--- config.mk ---
export PLATFORM = sky130hd
export DESIGN_NAME = io_read_port_fifo
export DESIGN_NICKNAME = d
export VERILOG_FILES = /design/src/rtl/io_read_port_fifo.sv
export SDC_FILE = /design/constraint.sdc
export NUM_CORES = 1
export LEC_CHECK = 0
export CAP_MARGIN = 20
export CORE_AREA = 3 3 191 193
export CTS_BUF_LIST = sky130_fd_sc_hd__clkbuf_8
export DETAILED_ROUTE_END_ITERATION = 10
export DIE_AREA = 0 0 194 196
export PLACE_DENSITY = 0.72
export SLEW_MARGIN = 20
export SYNTH_ARGS = -nofsm -noshare
export SYNTH_HDL_FRONTEND = slang
export SYNTH_SLANG_ARGS = --single-unit
export TNS_END_PERCENT = 20
--- constraint.sdc ---
create_clock -name clock -period 4.7 [get_ports clock]
set_input_delay 0.94 -clock clock [delete_from_list [all_inputs] [get_ports clock]]
set_output_delay 0.94 -clock clock [all_outputs]
set_load 0.05 [all_outputs]
--- src/rtl/io_read_port_fifo.sv ---
// Show-ahead FIFO that feeds one CPU I/O read port from a valid/ready producer.
// Head word, empty flag and ready are all held in registers, so no combinational path crosses the FIFO.
module io_read_port_fifo #(
   parameter int unsigned WORD_WIDTH = 36,
   parameter int unsigned DEPTH      = 8,
   parameter int unsigned ADDR_WIDTH = 3
) (
   input  logic                  clock,
   input  logic                  reset,
   input  logic [WORD_WIDTH-1:0] in_data,
   input  logic                  in_valid,
   output logic                  in_ready,
   output logic [WORD_WIDTH-1:0] io_in,
   output logic                  io_in_EF,
   input  logic                  io_rden,
   output logic [ADDR_WIDTH:0]   count,
   output logic                  underflow
);

   localparam int unsigned CNT_WIDTH = ADDR_WIDTH + 1;

   logic [WORD_WIDTH-1:0] mem_q [DEPTH];

   logic [ADDR_WIDTH-1:0] wr_ptr_q, wr_ptr_d;
   logic [ADDR_WIDTH-1:0] rd_ptr_q, rd_ptr_d;
   logic [CNT_WIDTH-1:0]  count_q, count_d;
   logic                  empty_q, empty_d;
   logic                  full_q, full_d;
   logic [WORD_WIDTH-1:0] head_q, head_d;
   logic                  underflow_q, underflow_d;

   logic push_c;
   logic pop_c;

   assign push_c = in_valid & ~full_q;
   assign pop_c  = io_rden & ~empty_q;

   assign in_ready  = ~full_q;
   assign io_in_EF  = empty_q;
   assign io_in     = head_q;
   assign count     = count_q;
   assign underflow = underflow_q;

   // Next-state: pointers, occupancy, flags and the head word as seen after this edge.
   always_comb begin
      wr_ptr_d    = wr_ptr_q;
      rd_ptr_d    = rd_ptr_q;
      count_d     = count_q;
      underflow_d = underflow_q | (io_rden & empty_q);

      if (push_c) begin
         wr_ptr_d = wr_ptr_q + ADDR_WIDTH'(1);
      end
      if (pop_c) begin
         rd_ptr_d = rd_ptr_q + ADDR_WIDTH'(1);
      end

      case ({push_c, pop_c})
         2'b10:   count_d = count_q + CNT_WIDTH'(1);
         2'b01:   count_d = count_q - CNT_WIDTH'(1);
         default: count_d = count_q;
      endcase

      empty_d = (count_d == CNT_WIDTH'(0));
      full_d  = (count_d == CNT_WIDTH'(DEPTH));

      // The word written this edge bypasses storage when it becomes the new head.
      if (empty_d) begin
         head_d = '0;
      end else if (push_c && (wr_ptr_q == rd_ptr_d)) begin
         head_d = in_data;
      end else begin
         head_d = mem_q[rd_ptr_d];
      end
   end

   // Control and output registers.
   always_ff @(posedge clock or posedge reset) begin
      if (reset) begin
         wr_ptr_q    <= '0;
         rd_ptr_q    <= '0;
         count_q     <= '0;
         empty_q     <= 1'b1;
         full_q      <= 1'b0;
         head_q      <= '0;
         underflow_q <= 1'b0;
      end else begin
         wr_ptr_q    <= wr_ptr_d;
         rd_ptr_q    <= rd_ptr_d;
         count_q     <= count_d;
         empty_q     <= empty_d;
         full_q      <= full_d;
         head_q      <= head_d;
         underflow_q <= underflow_d;
      end
   end

   // Storage array is deliberately left unreset.
   always_ff @(posedge clock) begin
      if (push_c) begin
         mem_q[wr_ptr_q] <= in_data;
      end
   end

endmodule
# ---- Yosys cells after proc, flatten, opt, wreduce, memory -nomap -nowiden
# Memories as Yosys holds them, arrays and structs flattened.
# Index checks and enable logic that the tools add are counted.
dict set report word_totals {
  regBits 49
  ram_bits 288
  in_bits 40
  out_inout_bits 43
  n_memories 1
}
# memory words width rd rd_clocked_by_memory_dff write_ports line
set mem_list {}
lappend mem_list {mem_q 8 36 1 0 1 22} ;# logic [WORD_WIDTH-1:0] mem_q [DEPTH];
dict set report op_classes {
  add_sub_neg 4
  eq_ne 4
  mux 6
  n_bitwise 6
  n_reduce_logical 2
}
# operator n
set ops {}
lappend ops {{two-way mux 36 bit} 2}
lappend ops {{case mux 4 bit (2 select lines)} 1}
lappend ops {{adder 3 x 1 -> 3 bit (second input constant)} 2}
lappend ops {{adder 4 x 1 -> 4 bit (second input constant)} 1}
lappend ops {{== test 4 bit (second input constant)} 1}
lappend ops {{zero test 4 bit} 1}
lappend ops {{subtractor 4 x 1 -> 4 bit (second input constant)} 1}
lappend ops {{bitwise AND 1 bit} 3}
lappend ops {{== test 3 bit} 1}
lappend ops {{two-way mux 3 bit} 1}
lappend ops {{== test 2 x 1 -> 1 bit (second input constant)} 1}
lappend ops {{== test 2 bit (second input constant)} 1}
lappend ops {{two-way mux 1 bit} 2}
lappend ops {{NOT 1 bit} 2}
lappend ops {{logical AND 1 bit} 1}
lappend ops {{bitwise OR 1 bit} 1}

# ---- Logic depth before layout (Yosys ltp)
# Gate-level depths: netlist of run 1.
dict set report depth {
  depth_word 7
  mapped_depth 14
}

# ---- Worst setup path before layout of run 1
# No wires, ideal clock.
dict set report synth_timing {
  path_type {input-to-reg}
  start {input in_valid}
  end {memory mem_q[0][0] (enable)}
  setup_ns 0.474
  arrival_time_ns 3.917
  required_ns 4.226
  path_slack_ns 0.309
  cell_stages 3
  path_buffers 0
  cell_sequence {nor2b_1 nand2b_1 nor3_1}
}
dict set report synth_via {
  elab_chain_len 3
}
# item line
set synth_lines {}
lappend synth_lines {{start, declared} 11} ;# input logic in_valid,
lappend synth_lines {{bitwise AND 1 bit} 35} ;# assign push_c = in_valid & ~full_q;
lappend synth_lines {{two-way mux 1 bit} 100} ;# if (push_c) begin
lappend synth_lines {{two-way mux 1 bit (not written as such)} 101} ;# mem_q[wr_ptr_q] <= in_data;
lappend synth_lines {{end, declared} 22}
# Every way passes these cells.

# ---- Worst setup path after layout of run 1
dict set report layout_timing {
  start {input in_valid}
  end {register head_q[17] (netlist: io_in[17])}
}
dict set report layout_via {
  elab_chain_len 5
}
# item line
set layout_lines {}
lappend layout_lines {{bitwise AND 1 bit *} 35}
lappend layout_lines {{== test 2 x 1 -> 1 bit or == test 2 bit (tied branches)} 58} ;# case ({push_c, pop_c})
lappend layout_lines {{case mux 4 bit (2 select lines)} 58}
lappend layout_lines {{zero test 4 bit} 64} ;# empty_d = (count_d == CNT_WIDTH'(0));
lappend layout_lines {{two-way mux 36 bit *} 68} ;# if (empty_d) begin
lappend layout_lines {{named net head_d[17]} 29} ;# logic [WORD_WIDTH-1:0] head_q, head_d;
lappend layout_lines {{end signal, assigned} 85} ;# head_q <= '0;
lappend layout_lines {{end signal, assigned} 93} ;# head_q <= head_d;
lappend layout_lines {{end, declared} 29}
# The timed path passes the listed nets; every way through them passes the cells marked *.
# A chain may end at the register's enable or synchronous reset.

==> results.py, run 1 <==
metrics = {
    "timing": {
        "grt_setup_unrepaired": "false",
        "slew_headroom_pct": 30.8,
        "skew_ps": 15.7,
        "fin_tns_setup_ps": 0,
        "finalCriticalPeriod_ps": 3610,
        "fmax_mhz": 277,
        "finalMaxSlewViolations": 0,
        "period_share_pct": 76.8,
        "setup_viol": 0,
        "hold_violations": 0,
        "tightest_slew_ps": 1040,
    },
    "logic_synthesis": {
        "synth.largest_area_cell": "edfxtp_1",
        "synthFlopType": "edfxtp_1",
        "synthesis.nets": 1355,
        "ys_seq_area_share_pct": 63.0,
        "syn-mean-instance-area_um2": 12.0,
        "async_flop_share_pct": 14.5,
        "yosys_warnings": 0,
        "synth_edf_count": 288,
        "ys_top_cells_by_area": "edfxtp_1 (55%), dfrtp_1 (7.7%), a211oi_1 (5.1%)",
        "synth_cell_types": 46,
        "synth_area_um2": 15700,
        "ys_seq_elements": 337,
        "synth_top_area_share_pct": 55.2,
        "synth_cells": 1310,
    },
    "cells_and_area": {
        "area_delta_synth_final_pct": 14.8,
        "final_cell_area_um2": 18000,
        "fill_cells": 2969,
        "fin_cells": 1850,
        "multiInputGateArea_um2": 5190,
        "drive_above_1_share_pct": 11.5,
        "most-common-layout-cells": "edfxtp_1 (288), nand2_1 (111), a211oi_1 (107), o21ai_0 (104), clkdlybuf4s50_1 (82)",
        "antenna_cells": 0,
        "nets": 1395,
        "regArea_um2": 9880,
        "layout_commonest_cell": "edfxtp_1",
    },
    "clocking": {
        "clk_path_buf_depth": 3,
        "cts_resized": 0,
        "cts_buffers": 54,
        "cts_setup_buffers": 0,
        "insertion_delay_ps": 590,
        "hold_buffers": 0,
        "cts-root-buf": "clkbuf_8",
        "cts_tree": "yes",
        "cts_sinks": 337,
        "clk_pin_slew_ps": 60,
        "cts_max_level": 2,
    },
    "setup_path": {
        "critPathRequiredTime_ps": 5150,
        "path_max_fanout": 30,
        "critPathLaunchType": "input port",
        "critical_path_class": "input port to register",
        "endpoint_kind": "register",
        "crit_arrival_ps": 4060,
    },
    "route": {
        "viasPerCell": 6.22,
        "num_vias": 11508,
        "drc": 0,
        "wl_per_cell_um": 22.2,
        "totalWireLength_um": 41100,
        "ant_nets": 0,
        "drtPass1Iterations": 5,
        "drt_iter0_drc": 1062,
    },
    "worst_hold_path": {
        "hp-class": "register to register",
    },
    "placed_design": {
        "dpl.cell_count": 1748,
        "routabilityCongestion": 0.752,
        "port_buffers": 82,
        "post_dp_cell_area_um2": 17000,
        "hpwl_um": 21100,
    },
    "die": {
        "initial_utilization_pct": 45.1,
        "die_area_um2": 38000,
        "num_rows": 68,
        "ioPinCount": 83,
        "fp.dieH_um": 196,
        "die_w_um": 194,
        "core-area_um2": 34700,
    },
    "status": {
        "status": "complete, no violations",
    },
    "grt": {
        "grt_start_max_net_pins": 212,
        "grt_pass1_vias": 11579,
        "overflow": 0,
        "antenna_found_initial": 0,
        "grt_use_total_pct": 20.9,
        "grt_pass1_wl_um": 63500,
    },
    "pwr": {
        "powerDensity_nw_per_um2": 771,
        "p_leak_nw": 6.01,
        "ir_drop_mv": 0.689,
    },
    "run": {
        "drv_cap": 0,
    },
}
==> cells in the mapped netlist (2+ instances only) <==
cell / instances
a211oi_1: 107
a211oi_2: 33
a21o_1: 2
a21oi_1: 37
a221oi_1: 35
a22oi_1: 35
buf_1: 4
buf_2: 29
buf_4: 3
clkbuf_1: 89
dfrtp_1: 48
edfxtp_1: 288
ha_1: 5
inv_1: 39
inv_2: 3
mux2_2: 4
mux2i_1: 3
nand2_1: 111
nand2b_1: 41
nand3_1: 70
nand3b_1: 2
nand4_1: 35
nor2_1: 44
nor2b_1: 2
nor3_1: 3
o211ai_1: 37
o21ai_0: 104
o21ai_1: 3
o22ai_1: 35
o31ai_1: 35
xnor2_1: 4
xor2_1: 6
==> through the flow <==
step	worst slack, ps	total power, mW	util, %	hold slack (ps)
after floorplan	309	9.46	-	480
after global placement	543	11.3	48.8	445
after detailed placement	514	11.5	48.8	454
after CTS	1100	13.9	51.8	476
after global routing	897	14.7	51.8	499
final	1090	13.9	51.8	480
==> cells by family after synthesis <==
family          count (synthesis)  synth area share (%)
fa+ha+maj                       5                 0.399
compound gates                467                  21.2
mux                             8                 0.623
buf+inv                       169                  4.41
simple gates                  313                  9.54
flops                         337                  63.0
xor+xnor                       11                 0.735
==> power breakdown <==
part	internal [mW]	leakage, nW	switching, mW
clock	1.19	0.614	1.14
sequential	3.93	3.17	0.451
combinational	2.53	2.22	4.63
total	7.65	6.01	6.22
==> per-layer routing <==
metal	up-vias	track usage, %	wire length [um]
met4	0	7.69	914
met2	506	35.0	20000
met1	5734	27.2	16800
met3	76	3.90	3370
li1	5192	-	-
met5	-	0	0
==> flip-flops by register name (all words and copies together), names as in the netlist <==
signal	count
underflow	1
rd_ptr_q	3
count	4
io_in	36
full_q	1
wr_ptr_q	3
mem_q	288
io_in_EF	1
==> worst max-delay path, cell delays in order <==
cell	delay [ps]
clkdlybuf4s50_1	480
nor2b_1	370
inv_1	130
ha_1	280
xor2_1	180
ha_1	180
a21oi_1	140
xor2_1	270
nor3_1	90
or3b_1	430
a21oi_4	180
buf_12	280
a211oi_1	70
==> worst paths after layout <==
path / startpoint / end / slack (ps) / depth (start not counted)
max: in_valid / io_in[17] / 1090 / 13
min: underflow / underflow / 480 / 1
max reg2reg: io_in_EF / io_in[17] / 1480 / 12
min reg2reg: underflow / underflow / 480 / 1
max in group asynchronous: reset / io_in_EF / 2990 / 3
min in group asynchronous: reset / io_in[33] / 830 / 2
==> layout make-up <==
cell class / count / area share, %
clock inverters: 40 / 0.960
well taps: 455 / 3.16
multi-input cells: 804 / 28.8
flip-flops and latches: 337 / 54.9
inverters: 42 / 0.883
clock buffers: 61 / 4.67
repair buffers: 111 / 6.54
Note: power is estimated with default switching activity, not from simulation.
==> run 2: changes to the inputs <==
clock period = 3.5 ns   (was 4.7 ns; I/O delays follow)
==> run 2 against run 1 <==
Utilization rose by 0.99 points. Total power grew 38%. Register-to-register slack lost 950 ps. Clock power is 50% higher. Sequential share of layout area shrank 1.0 points. Via count up 0.92%. Highest routed layer unchanged.
==> results.py, run 2 (synthesis results as in run 1) <==
metrics = {
    "clocking": {
        "cts-root-buf": "clkbuf_8",
        "clk_pin_slew_ps": 70,
        "hold_buffers": 0,
        "cts_max_level": 2,
        "cts_buffers": 54,
        "cts_sinks": 337,
        "cts_tree": "yes",
        "cts_setup_buffers": 0,
        "insertion_delay_ps": 590,
        "cts_resized": 0,
        "clk_path_buf_depth": 3,
    },
    "route": {
        "drtPass1Iterations": 5,
        "num_vias": 11614,
        "totalWireLength_um": 40500,
        "ant_nets": 0,
        "viasPerCell": 6.21,
        "drt_iter0_drc": 926,
        "wl_per_cell_um": 21.6,
        "drc": 0,
    },
    "timing": {
        "tightest_slew_ps": 950,
        "finalCriticalPeriod_ps": 2990,
        "slew_headroom_pct": 36.7,
        "skew_ps": 39.4,
        "fmax_mhz": 335,
        "worst_slack_ps": 511,
        "finalMaxSlewViolations": 0,
        "setup_viol": 0,
        "period_share_pct": 85.4,
        "grt_setup_unrepaired": "false",
        "hold_violations": 0,
    },
    "placed_design": {
        "hpwl_um": 22000,
        "pre_cts_ws_ps": -48.7,
        "routabilityCongestion": 0.764,
        "port_buffers": 82,
    },
    "setup_path": {
        "endpoint_kind": "register",
        "crit_arrival_ps": 3420,
        "critPathLaunchType": "input port",
        "critPathRequiredTime_ps": 3930,
        "path_max_fanout": 23,
        "critical_path_class": "input port to register",
    },
    "die": {
        "die_w_um": 194,
        "core-area_um2": 34700,
        "die_area_um2": 38000,
        "num_rows": 68,
        "initial_utilization_pct": 45.1,
        "ioPinCount": 83,
        "fp.dieH_um": 196,
    },
    "cells_and_area": {
        "layout_commonest_cell": "edfxtp_1",
        "top_register": "mem_q",
        "final_util_pct": 52.8,
        "fill_cells": 2902,
        "most-common-layout-cells": "edfxtp_1 (288), nand2_1 (111), a211oi_1 (107), o21ai_0 (104), clkdlybuf4s50_1 (82)",
        "antenna_cells": 0,
        "regArea_um2": 9880,
        "area_delta_synth_final_pct": 17.0,
        "largest_register_ffs": 288,
        "nets": 1416,
        "drive_above_1_share_pct": 13.3,
        "multiInputGateArea_um2": 5190,
    },
    "run": {
        "drv_cap": 0,
    },
    "pwr": {
        "switchingPower_mw": 8.35,
        "p_leak_nw": 6.19,
        "powerDensity_nw_per_um2": 1050,
        "sw_frac_of_total_pct": 43.5,
        "ir_drop_mv": 0.821,
        "power.internal_mw": 10.8,
        "p_comb_share_pct": 52.1,
        "clkPwrFrac_pct": 18.2,
        "p_seq_share_pct": 29.7,
    },
    "grt": {
        "grt_start_max_net_pins": 110,
        "overflow": 0,
        "grt_use_total_pct": 20.6,
        "grt_pass1_wl_um": 63100,
        "antenna_found_initial": 0,
        "grt_pass1_vias": 11677,
    },
    "status": {
        "status": "complete, no violations",
    },
    "worst_hold_path": {
        "hp-class": "register to register",
    },
}
[run 2: changes by cell type in the layout (fill, tap and decap cells not counted), sizes merged]
| cell | delta |
|---|---|
| clkinv | -6 |
| clkbuf | +5 |
| inv | -2 |
| buf | +21 |
| bufinv | +3 |
[run 2: cell type report]
type                            count  share of cell area [%]
Timing Repair Buffer              132                    7.55
Tap cell                          455                    3.11
Inverter                           42                   0.867
Sequential cell                   337                    53.9
Clock buffer                       66                    4.95
Clock inverter                     35                    1.28
Multi-Input combinational cell    804                    28.3
[run 2: metal layers]
metal	routed length (um)	global-route usage, %
met1	16300	26.3
met2	20200	35.2
met3	2890	3.06
met4	1190	8.70
met5	0	0
[run 2: critical path: stages]
cell and delay (ps):
clkdlybuf4s50_1 450, nor2b_1 180, inv_1 80, ha_1 230
xor2_1 160, ha_1 190, a21oi_1 140, xor2_1 260
nor3_1 70, or3b_1 420, a21oi_4 200, buf_12 240
a311oi_2 70
[run 2: per-stage QoR]
step	area [um2]	TNS (ps)	power (mW)	hold WS, ps	std cells
3_5_place_dp	17200	-704	15.7	463	1770
4_1_cts	18300	0	19.2	481	1871
6_report	18300	0	19.2	474	1871
3_3_place_gp	17200	-1140	15.4	448	1770
5_1_grt	18300	0	20.3	520	1871
2_1_floorplan	15700	-23380	12.7	480	1310
[run 2: power groups by stage]
stage | sequential (mW) | clock (mW) | combinational (mW)
finish | 5.70 | 3.50 | 10.0
global route | 5.78 | 3.74 | 10.8
global placement | 5.76 | 0 | 9.65
detailed placement | 5.78 | 0 | 9.91
CTS | 5.71 | 3.55 | 9.95
floorplan | 6.46 | 0 | 6.24
[run 2: worst paths after layout]
path                       startpoint        end  slack [ps]  depth (start not counted)
max                          in_valid  io_in[34]         510                         13
min                         underflow  underflow         470                          1
max reg2reg                  io_in_EF  io_in[34]         530                         12
min reg2reg                 underflow  underflow         470                          1
max in group asynchronous       reset   io_in_EF        2290                          3
min in group asynchronous       reset   count[0]         480                          2
==> run 3: changes to the inputs <==
CORE_AREA = 3 3 163 165   (was 3 3 191 193)
DIE_AREA = 0 0 166 168   (was 0 0 194 196)
PLACE_DENSITY = 0.92   (was 0.72)
==> run 3 against run 2 <==
Critical path depth down 6. Clock skew down 15 ps. Worst setup slack got worse by 29 ps. Register-to-register slack lost 50 ps. Sequential cell count stayed put. Via count is 4.2% higher. Maximum frequency down 0.97%. Critical endpoint is now io_in[22]. Count of clock-buffer cells in the layout is 4 lower.
==> results.py, run 3 (synthesis results as in run 1) <==
metrics = {
    "cells_and_area": {
        "area_delta_synth_final_pct": 15.5,
        "antenna_cells": 0,
        "final_util_pct": 71.9,
        "nets": 1419,
        "most-common-layout-cells": "edfxtp_1 (288), nand2_1 (111), a211oi_1 (107), o21ai_0 (104), clkdlybuf4s50_1 (82)",
        "top_register": "mem_q",
        "largest_register_ffs": 288,
        "fin_cells": 1748,
        "drive_above_1_share_pct": 13.3,
        "layout_commonest_cell": "edfxtp_1",
    },
    "route": {
        "wl_per_cell_um": 23.1,
        "viasPerCell": 6.92,
        "drt_iter0_drc": 1839,
        "num_vias": 12101,
        "drc": 0,
        "drtPass1Iterations": 8,
        "ant_nets": 0,
        "totalWireLength_um": 40400,
    },
    "pwr": {
        "clkPwrFrac_pct": 16.9,
        "p_seq_share_pct": 29.7,
        "p_total_mw": 19.1,
        "powerDensity_nw_per_um2": 1060,
        "ir_drop_mv": 1.07,
        "p_comb_share_pct": 53.4,
        "sw_frac_of_total_pct": 44.6,
        "power.internal_mw": 10.6,
        "p_leak_nw": 6.15,
        "switchingPower_mw": 8.54,
    },
    "clocking": {
        "clk_pin_slew_ps": 70,
        "hold_buffers": 0,
        "cts_sinks": 337,
        "cts_max_level": 2,
        "cts-root-buf": "clkbuf_8",
        "cts_buffers": 52,
        "cts_tree": "yes",
        "insertion_delay_ps": 600,
        "clk_path_buf_depth": 3,
        "cts_resized": 0,
        "cts_setup_buffers": 0,
    },
    "die": {
        "die_w_um": 166,
        "core-area_um2": 25200,
        "fp.dieH_um": 168,
        "die_area_um2": 27900,
        "initial_utilization_pct": 62.2,
        "ioPinCount": 83,
        "num_rows": 58,
    },
    "timing": {
        "slew_headroom_pct": 31.0,
        "skew_ps": 24.0,
        "period_share_pct": 86.2,
        "worst_slack_ps": 482,
        "grt_setup_unrepaired": "false",
        "tightest_slew_ps": 1030,
        "fin_tns_setup_ps": 0,
        "hold_violations": 0,
        "fmax_mhz": 331,
        "finalMaxSlewViolations": 0,
        "finalCriticalPeriod_ps": 3020,
        "setup_viol": 0,
    },
    "setup_path": {
        "critical_path_class": "register to register",
        "critPathRequiredTime_ps": 4000,
        "crit_arrival_ps": 3520,
        "path_max_fanout": 165,
        "critPathLaunchType": "register",
        "path_buf_inv": 2,
        "crit_chain": "nand2b_4 > buf_12 > buf_4 > o21ai_0 > a221oi_1 > o22ai_1 > a211oi_2",
        "cp_slowest_stage_delay_ps": 610,
        "endpoint_kind": "register",
        "critPathSlowestCell": "dfstp_2",
        "crit_family": "buffers and inverters",
    },
    "placed_design": {
        "port_buffers": 82,
        "dpl.cell_count": 1650,
        "hpwl_um": 22400,
        "pre_cts_ws_ps": -8.91,
        "routabilityCongestion": 0.777,
    },
    "grt": {
        "grt_pass1_wl_um": 63100,
        "grt_start_max_net_pins": 166,
        "gr-usage-met1_pct": 35.6,
        "use_met3_pct": 5.10,
        "antenna_found_initial": 0,
        "met2_usage_pct": 46.7,
        "overflow": 0,
        "grt_use_total_pct": 28.1,
        "grt_most_used_layer": "met2",
        "grt_pass1_vias": 12142,
    },
    "status": {
        "status": "complete, no violations",
    },
    "worst_hold_path": {
        "hp-class": "input port to asynchronous set/reset pin",
    },
    "run": {
        "drv_cap": 0,
    },
}
run 3: path summary, 6_finish.rpt:
path | startpoint | end | slack (ps) | cells after the start
worst max-delay path | io_in_EF | io_in[22] | 480 | 7
worst min-delay path | reset | io_in[13] | 410 | 2
worst max register to register | io_in_EF | io_in[22] | 480 | 7
worst min register to register | wr_ptr_q[0] | wr_ptr_q[0] | 530 | 1
max in group asynchronous | reset | rd_ptr_q[0] | 2130 | 3
min in group clock | wr_ptr_q[0] | wr_ptr_q[0] | 530 | 1
run 3: metrics by stage:
step / hold WS (ps) / area, um2
floorplan: 480 / 15700
global placement: 495 / 17000
detailed placement: 510 / 17000
CTS: 418 / 18100
global route: 442 / 18100
finish: 415 / 18100
run 3: area by class of cell:
| type | count | area (um2) |
|---|---|---|
| Clock buffer | 62 | 853 |
| Clock inverter | 36 | 200 |
| Fill cell | 1534 | 7080 |
| Inverter | 42 | 159 |
| Multi-Input combinational cell | 804 | 5190 |
| Sequential cell | 337 | 9880 |
| Tap cell | 330 | 413 |
| Timing Repair Buffer | 137 | 1400 |
run 3: power groups by stage:
stage	Combinational [mW]	Sequential, mW	Clock [mW]
floorplan	6.24	6.46	0
global placement	9.50	5.70	0
detailed placement	9.97	5.74	0
CTS	10.1	5.67	3.26
global route	10.9	5.74	3.46
finish	10.2	5.68	3.24
run 3: per-layer routing:
layer	wire [um]	vias to the layer above
met1	14400	5772
met3	4480	175
met4	1750	0
li1	-	5253
met2	19800	901
met5	0	-
